File: config.mk
export PLATFORM = sky130hd
export DESIGN_NAME = excess3_bcd_codec_seq
export DESIGN_NICKNAME = d
export VERILOG_FILES = /design/src/rtl/excess3_bcd_codec_seq.sv
export SDC_FILE = /design/constraint.sdc
export NUM_CORES = 1
export LEC_CHECK = 0
export ABC_AREA = 0
export CORE_ASPECT_RATIO = 1.2
export CORE_MARGIN = 2
export CORE_UTILIZATION = 51
export CTS_CLUSTER_DIAMETER = 30
export DETAILED_ROUTE_END_ITERATION = 16
export GPL_TIMING_DRIVEN = 0
export PLACE_DENSITY = 0.85
export RECOVER_POWER = 25
export SETUP_SLACK_MARGIN = 0.5
export SLEW_MARGIN = 15
export SYNTH_ARGS = -nofsm -noshare
export SYNTH_HDL_FRONTEND = slang
export SYNTH_SLANG_ARGS = --single-unit
File: constraint.sdc
create_clock -name clk -period 3.15 [get_ports clk]
set_input_delay 0.7875 -clock clk [delete_from_list [all_inputs] [get_ports clk]]
set_output_delay 0.7875 -clock clk [all_outputs]
set_load 0.1 [all_outputs]
File: src/rtl/excess3_bcd_codec_seq.sv
// ---------------------------------------------------------------------------
// excess3_bcd_codec_seq
//
// Digit-serial converter between excess-3 and BCD for a packed word of
// NUM_DIGITS 4-bit codes. A word is accepted in IDLE, converted one digit per
// clock in CONV (digit 0 first), then presented in DONE until the sink takes
// it. Each digit that is not a legal code for the selected direction is
// replaced by 4'hF and flagged in err_mask.
//
// Parameters:
//   NUM_DIGITS  digits per word (1..16); data width W = 4*NUM_DIGITS
//
// Ports:
//   clk        rising-edge clock
//   rst        asynchronous active-high reset
//   in_valid   input word available
//   in_ready   block can accept a word (high only in IDLE)
//   in_mode    0 = excess-3 -> BCD, 1 = BCD -> excess-3; sampled with in_data
//   in_data    packed codes, digit 0 in bits [3:0]
//   out_valid  result word available (high in DONE)
//   out_ready  sink accepts result
//   out_data   converted digits, same packing as in_data
//   err_mask   bit i set = digit i was an invalid code
//   err        OR of err_mask
//   busy       high in CONV or DONE
//   err_count  (E3_ERR_COUNT_EN only) saturating count of flagged digits
//              over all words handed to the sink
//
// Optional feature macro: E3_ERR_COUNT_EN
// ---------------------------------------------------------------------------
module excess3_bcd_codec_seq #(
    parameter int NUM_DIGITS = 4
) (
    input  logic                    clk,
    input  logic                    rst,
    input  logic                    in_valid,
    output logic                    in_ready,
    input  logic                    in_mode,
    input  logic [4*NUM_DIGITS-1:0] in_data,
    output logic                    out_valid,
    input  logic                    out_ready,
    output logic [4*NUM_DIGITS-1:0] out_data,
    output logic [NUM_DIGITS-1:0]   err_mask,
    output logic                    err,
`ifdef E3_ERR_COUNT_EN
    output logic [15:0]             err_count,
`endif
    output logic                    busy
);

    localparam int W     = 4 * NUM_DIGITS;
    // A one-digit word still needs a (constant zero) index register.
    localparam int IDX_W = (NUM_DIGITS > 1) ? $clog2(NUM_DIGITS) : 1;
    localparam logic [IDX_W-1:0] LAST_IDX = IDX_W'(NUM_DIGITS - 1);

    typedef enum logic [1:0] {
        IDLE = 2'd0,
        CONV = 2'd1,
        DONE = 2'd2
    } state_t;

    state_t                state_q,  state_d;
    logic [IDX_W-1:0]      idx_q,    idx_d;
    logic [W-1:0]          data_q,   data_d;
    logic                  mode_q,   mode_d;
    logic [W-1:0]          result_q, result_d;
    logic [NUM_DIGITS-1:0] errm_q,   errm_d;

    // -----------------------------------------------------------------------
    // Single-digit conversion. Returns {error, code}. Digits never interact,
    // so the arithmetic is plain 4-bit with no carry between digits.
    // -----------------------------------------------------------------------
    function automatic logic [4:0] convert_digit(input logic       mode,
                                                 input logic [3:0] code);
        logic [4:0] res;
        res = {1'b1, 4'hF};
        if (!mode) begin
            // excess-3 -> BCD: only 3..12 encode a decimal digit
            if (code >= 4'd3 && code <= 4'd12) begin
                res = {1'b0, code - 4'd3};
            end
        end else begin
            // BCD -> excess-3: only 0..9 are decimal digits
            if (code <= 4'd9) begin
                res = {1'b0, code + 4'd3};
            end
        end
        return res;
    endfunction

    // -----------------------------------------------------------------------
    // Split the captured word into digits so the current one can be picked
    // with a plain index compare.
    // -----------------------------------------------------------------------
    logic [3:0] digit_code [NUM_DIGITS];

    generate
        for (genvar gi = 0; gi < NUM_DIGITS; gi++) begin : g_digit
            assign digit_code[gi] = data_q[gi*4 +: 4];
        end
    endgenerate

    logic [3:0] cur_code;
    logic [4:0] cur_conv;

    always_comb begin
        cur_code = 4'h0;
        for (int i = 0; i < NUM_DIGITS; i++) begin
            if (idx_q == IDX_W'(i)) begin
                cur_code = digit_code[i];
            end
        end
    end

    assign cur_conv = convert_digit(mode_q, cur_code);

    // -----------------------------------------------------------------------
    // Next-state logic
    // -----------------------------------------------------------------------
    always_comb begin
        state_d  = state_q;
        idx_d    = idx_q;
        data_d   = data_q;
        mode_d   = mode_q;
        result_d = result_q;
        errm_d   = errm_q;

        unique case (state_q)
            IDLE: begin
                if (in_valid) begin
                    data_d   = in_data;
                    mode_d   = in_mode;
                    result_d = '0;
                    errm_d   = '0;
                    idx_d    = '0;
                    state_d  = CONV;
                end
            end

            CONV: begin
                for (int i = 0; i < NUM_DIGITS; i++) begin
                    if (idx_q == IDX_W'(i)) begin
                        result_d[i*4 +: 4] = cur_conv[3:0];
                        errm_d[i]          = cur_conv[4];
                    end
                end
                if (idx_q == LAST_IDX) begin
                    idx_d   = '0;
                    state_d = DONE;
                end else begin
                    idx_d = idx_q + IDX_W'(1);
                end
            end

            DONE: begin
                // Result stays frozen here and in IDLE afterwards.
                if (out_ready) begin
                    state_d = IDLE;
                end
            end

            default: begin
                state_d = IDLE;
            end
        endcase
    end

    // -----------------------------------------------------------------------
    // State registers
    // -----------------------------------------------------------------------
    always_ff @(posedge clk or posedge rst) begin
        if (rst) begin
            state_q  <= IDLE;
            idx_q    <= '0;
            data_q   <= '0;
            mode_q   <= 1'b0;
            result_q <= '0;
            errm_q   <= '0;
        end else begin
            state_q  <= state_d;
            idx_q    <= idx_d;
            data_q   <= data_d;
            mode_q   <= mode_d;
            result_q <= result_d;
            errm_q   <= errm_d;
        end
    end

    // -----------------------------------------------------------------------
    // Outputs. in_ready and out_valid come from mutually exclusive states,
    // so an input and an output handshake can never coincide.
    // -----------------------------------------------------------------------
    assign in_ready  = (state_q == IDLE);
    assign out_valid = (state_q == DONE);
    assign busy      = (state_q != IDLE);
    assign out_data  = result_q;
    assign err_mask  = errm_q;
    assign err       = |errm_q;

`ifdef E3_ERR_COUNT_EN
    // -----------------------------------------------------------------------
    // Running count of flagged digits, updated when a word leaves DONE.
    // -----------------------------------------------------------------------
    logic [15:0] err_count_q, err_count_d;
    logic [4:0]  word_errs;
    logic [16:0] count_sum;

    always_comb begin
        word_errs = '0;
        for (int i = 0; i < NUM_DIGITS; i++) begin
            word_errs = word_errs + {4'd0, errm_q[i]};
        end
    end

    assign count_sum = {1'b0, err_count_q} + {12'd0, word_errs};

    always_comb begin
        err_count_d = err_count_q;
        if (state_q == DONE && out_ready) begin
            err_count_d = count_sum[16] ? 16'hFFFF : count_sum[15:0];
        end
    end

    always_ff @(posedge clk or posedge rst) begin
        if (rst) begin
            err_count_q <= '0;
        end else begin
            err_count_q <= err_count_d;
        end
    end

    assign err_count = err_count_q;
`endif

endmodule

== Yosys cells after proc, flatten, opt, wreduce, memory -nomap -nowiden ==
Cells that the tools add are included.

* Word-level logic and storage cells: 68
* Input port bits: 21
* Flip-flop bits (word level): 41

* $add $sub $neg: 3
* Reductions and logical operators: 13
* $lt $le $gt $ge: 3
* Multiplexer cells: 26
* Equality and inequality tests: 11

{| class="wikitable"
|+ Operators by type and width
! kind !! count
|-
| $mux W4 || 9
|-
| $pmux W16 S2 || 1
|-
| $mux W16 || 1
|-
| $mux W5 || 3
|-
| $reduce_and A3 Y1 || 5
|-
| $mux W2 || 5
|-
| $ne A2 B2 Y1 const B || 5
|-
| $le A4 B4 Y1 const B || 2
|-
| $pmux W4 S2 || 1
|-
| $eq A2 B2 Y1 const B || 3
|-
| $pmux W2 S3 || 1
|-
| $add A4 B2 Y4 const B || 1
|-
| $eq A2 B1 Y1 const B || 2
|-
| $ge A4 B2 Y1 const B || 1
|-
| $logic_not A2 Y1 || 2
|-
| $mux W1 || 4
|-
| $pmux W2 S2 || 1
|-
| $reduce_and A2 Y1 || 2
|-
| $reduce_bool A2 Y1 || 2
|-
| $reduce_or A4 Y1 || 1
|-
| $sub A4 B2 Y4 const B || 1
|-
| $add A2 B1 Y2 const B || 1
|-
| $ne A2 B1 Y1 const B || 1
|-
| $logic_and A1 B1 Y1 || 1
|}

== Logic depth before layout (Yosys ltp) ==
* Depth in word-level cells: 11
* Mapped depth: 11
* Mapped depth without buffers: 10

== Worst setup path after synthesis ==
Ideal clock, no wire load.

* Path kind: register to output
* Start point: reg state_q[0]
* End point: out busy
* Arrival time: 2.696 ns
* Stages on the path, launching flop included: 3
* Data required time: 2.362 ns
* Path slack: -0.334 ns
* Cells stage by stage: dfrtp_1 > nor2_1 > inv_1

* Word-level cells in the longest chain between the ends: 1

{| class="wikitable"
|+ RTL lines
! what !! line !! source
|-
| start: declaration || 62 || <nowiki>state_t state_q, state_d;</nowiki>
|-
| start signal: assignment || 180 || <nowiki>state_q <= state_d;</nowiki>
|-
| $reduce_bool A2 Y1 || 195 || <nowiki>assign busy = (state_q != IDLE);</nowiki>
|-
| end: declaration || 48 || <nowiki>output logic busy</nowiki>
|}

Every way passes these cells.

== Worst setup path in the final report ==
* Start point: reg errm_q[0], in the netlist err_mask[0]
* End point: out err_mask[0]

{| class="wikitable"
|+ RTL lines
! what !! line !! source
|-
| start: declaration || 67 || <nowiki>logic [NUM_DIGITS-1:0] errm_q, errm_d;</nowiki>
|-
| start signal: assignment || 185 || <nowiki>errm_q <= errm_d;</nowiki>
|-
| end: declaration || 43 || <nowiki>output logic [NUM_DIGITS-1:0] err_mask,</nowiki>
|}

No word-level cell between the ends.

==> summary.md <==
| Metric | Value |
|---|---|
| GRT Util Overall | 22.9% |
| Critical Path Fanout Max | 3 |
| Yosys warnings | 0 |
| Grt ovf | 0 |
| Clk sinks | 41 |
| Clock-pin slew on the worst setup and hold paths | 80 ps |
| Worst setup startpoint | err_mask[0] |
| Post-Syn Instances | 233 |
| Die X | 64.8 um |
| H-tree depth | 2 |
| Final setup viols | 0 |
| Commonest non-fill, non-tap cells in the layout | nand2_1, dfrtp_1, clkdlybuf4s50_1 |
| CP Buf/Inv Count | 1 |
| Dpl ws | 457 ps |
| Hold path depth | 2 |
| Final worst slack | 535 ps |
| Unrepaired setup endpoints after global routing | no |
| # IOs | 45 |
| Syn Std Cell Area | 0.00226 mm^2 |
| DRT iter0 DRCs | 110 |
| Startpoint Class | register |
| Register bit total from synthesis | 41 |
| Antenna Nets Post-Route | 0 |
| Row cnt | 26 |
| DP HPWL | 3800 um |
| Area share of the largest cell type after synthesis | 45.4% |
| Full die area | 0.00498 mm^2 |
| Cts bufs inserted | 5 |
| Final hold violations | 0 |
| Final net count | 314 |
| Routed len/inst | 15.0 um |
| Crit. End Element | primary output |
| Clock Skew | 6.35 ps |
| Post-Route WL | 5170 um |
| Setup TNS | 0 ps |
| Crit Reg-Reg Startpoint | idx_q[0] |
| Max Freq | 0.382 GHz |
| Final Non-Filler Cells | 345 |
| Slew Limit Headroom | 35.3% |
| Yosys cell types | 54 |
| MaxCap Viol Count | 0 |
| Clk root buf | clkbuf_8 |
| HP Start | data_q[9] |
| # diodes | 0 |
| Initial antenna violation count | 0 |
| Vias per inst | 5.63 |
| DRC Markers | 0 |
| Worst Path Required | 2360 ps |
| Critical path class | register to primary output |
| Core footprint | 0.00426 mm^2 |
| Area Overhead vs Synth | 30.3% |
| Top delay family on crit path | buffers and inverters |
| Initial DRT Pass Iterations | 4 |
| Layout cells sized above 1 | 17.0% |
| Status | finished clean |
| Syn Area/Cell | 9.70 um^2 |
| CP Depth | 1 |
| Slowest cell delay on critical path | 1140 ps |
| Max Slew Vio Count | 0 |
| Commonest non-fill, non-tap cell in the layout | nand2_1 |
| Clock Path Buffers | 2 |
| CTS tree | yes |
| Largest net degree at the start of global routing | 25 |
| Vias in the first global route | 1868 |
| Min cycle time layout | 2620 ps |
| Synth top area cells | dfrtp_1, nand2_1, a211oi_2 |
| Sequential-to-total area share from yosys stat | 45.4% |
| Crit-path slowest cell | clkdlybuf4s50_1 |
| PortBufs | 44 |
| Dpl cells | 334 |
| First-pass GRT wire length | 8960 um |
| Dominant cell type by area after synthesis | dfrtp_1 |
| Clk_lat worst skew | 300 ps |
| Vias | 1943 |
| Measured slew at the worst slew-check pin | 967 ps |
| Initial Utilization | 53.1% |
| Crit-path cells | clkdlybuf4s50_1 |
| Final hold slack | 482 ps |
| Worst Hold Class | register to register |
| WP data arrival | 1830 ps |
| Final Cycle Share | 83.0% |
| Register-to-Register Path Depth | 12 |
| Fill cell count | 340 |
| Syn Nets | 259 |
| Die H | 76.9 um |
| Placer Congestion | 0.887 |
[area by class of cell]
class	count	area, um^2	share of cell area, %
Multi-Input combinational cell	171	1120	38.1
Sequential cell	41	1030	34.8
Timing Repair Buffer	48	485	16.5
Clock buffer	6	82.6	2.80
Buffer	11	77.6	2.63
Tap cell	56	70.1	2.38
Inverter	10	45.0	1.53
Clock inverter	2	37.5	1.27
[through the flow]
step           util, %  area [um^2]
5_1_grt           69.1         2950
4_1_cts           68.6         2920
3_3_place_gp      65.2         2780
3_5_place_dp      65.9         2810
2_1_floorplan        -         2270
6_report          69.1         2950
[state kept, by name, indices dropped and copies added, names as in the netlist]
register,count
data_q,16
out_data,16
err_mask,4
idx_q,2
state_q,2
mode_q,1
[worst paths after layout]
check,to,slack [ps]
min reg2reg,data_q[9],480
min,data_q[9],480
max reg2reg,out_data[8],680
max,err_mask[0],530
min in group asynchronous,data_q[5],1060
max in group asynchronous,out_data[6],1510
[cell families after synthesis]
group	Yosys count	share of synthesized area, %
and+or+nand+nor	116	26.0
AOI/OAI and AO/OA	48	19.6
DFF	41	45.4
buffers and inverters	21	5.42
adders and majority gates	5	2.77
muxes	2	0.885
[cell usage after synthesis, drive strengths merged]
cell / instances
o21bai: 1
mux2i: 2
and2: 5
nor4: 1
a211oi: 7
a211o: 4
and2b: 1
o31ai: 4
o2111ai: 4
clkbuf: 2
nor3b: 4
nor2b: 2
or4: 1
a2111oi: 1
a311oi: 1
a22o: 1
o211ai: 3
nand3b: 4
nand2: 67
inv: 9
nor4b: 1
o21ai: 13
buf: 9
dfrtp: 41
a31o: 1
clkinv: 1
nand4: 4
a221oi: 1
or3: 1
a32o: 4
a221o: 1
a21oi: 2
nand3: 9
ha: 5
nor2: 12
nand2b: 3
nor3: 1
[layer usage]
layer | routed length (um) | GRT usage [%] | up-vias
met5 | 0 | 0 | -
met4 | 147 | 7.66 | 0
met2 | 2700 | 39.1 | 69
met3 | 234 | 4.25 | 15
met1 | 2090 | 28.8 | 930
li1 | - | - | 929
[what timing repair did]
item | in CTS | in global routing
gates resized for setup | 4 | 5
endpoints found under the setup margin | 4 | 15
setup buffers | 0 | 3
pin swaps | 0 | 3
hold buffers | 0 | 0
cloned | 0 | 0
Power is not shown: default switching activity piles up to over one toggle a cycle in this logic, so the estimate is an artifact.
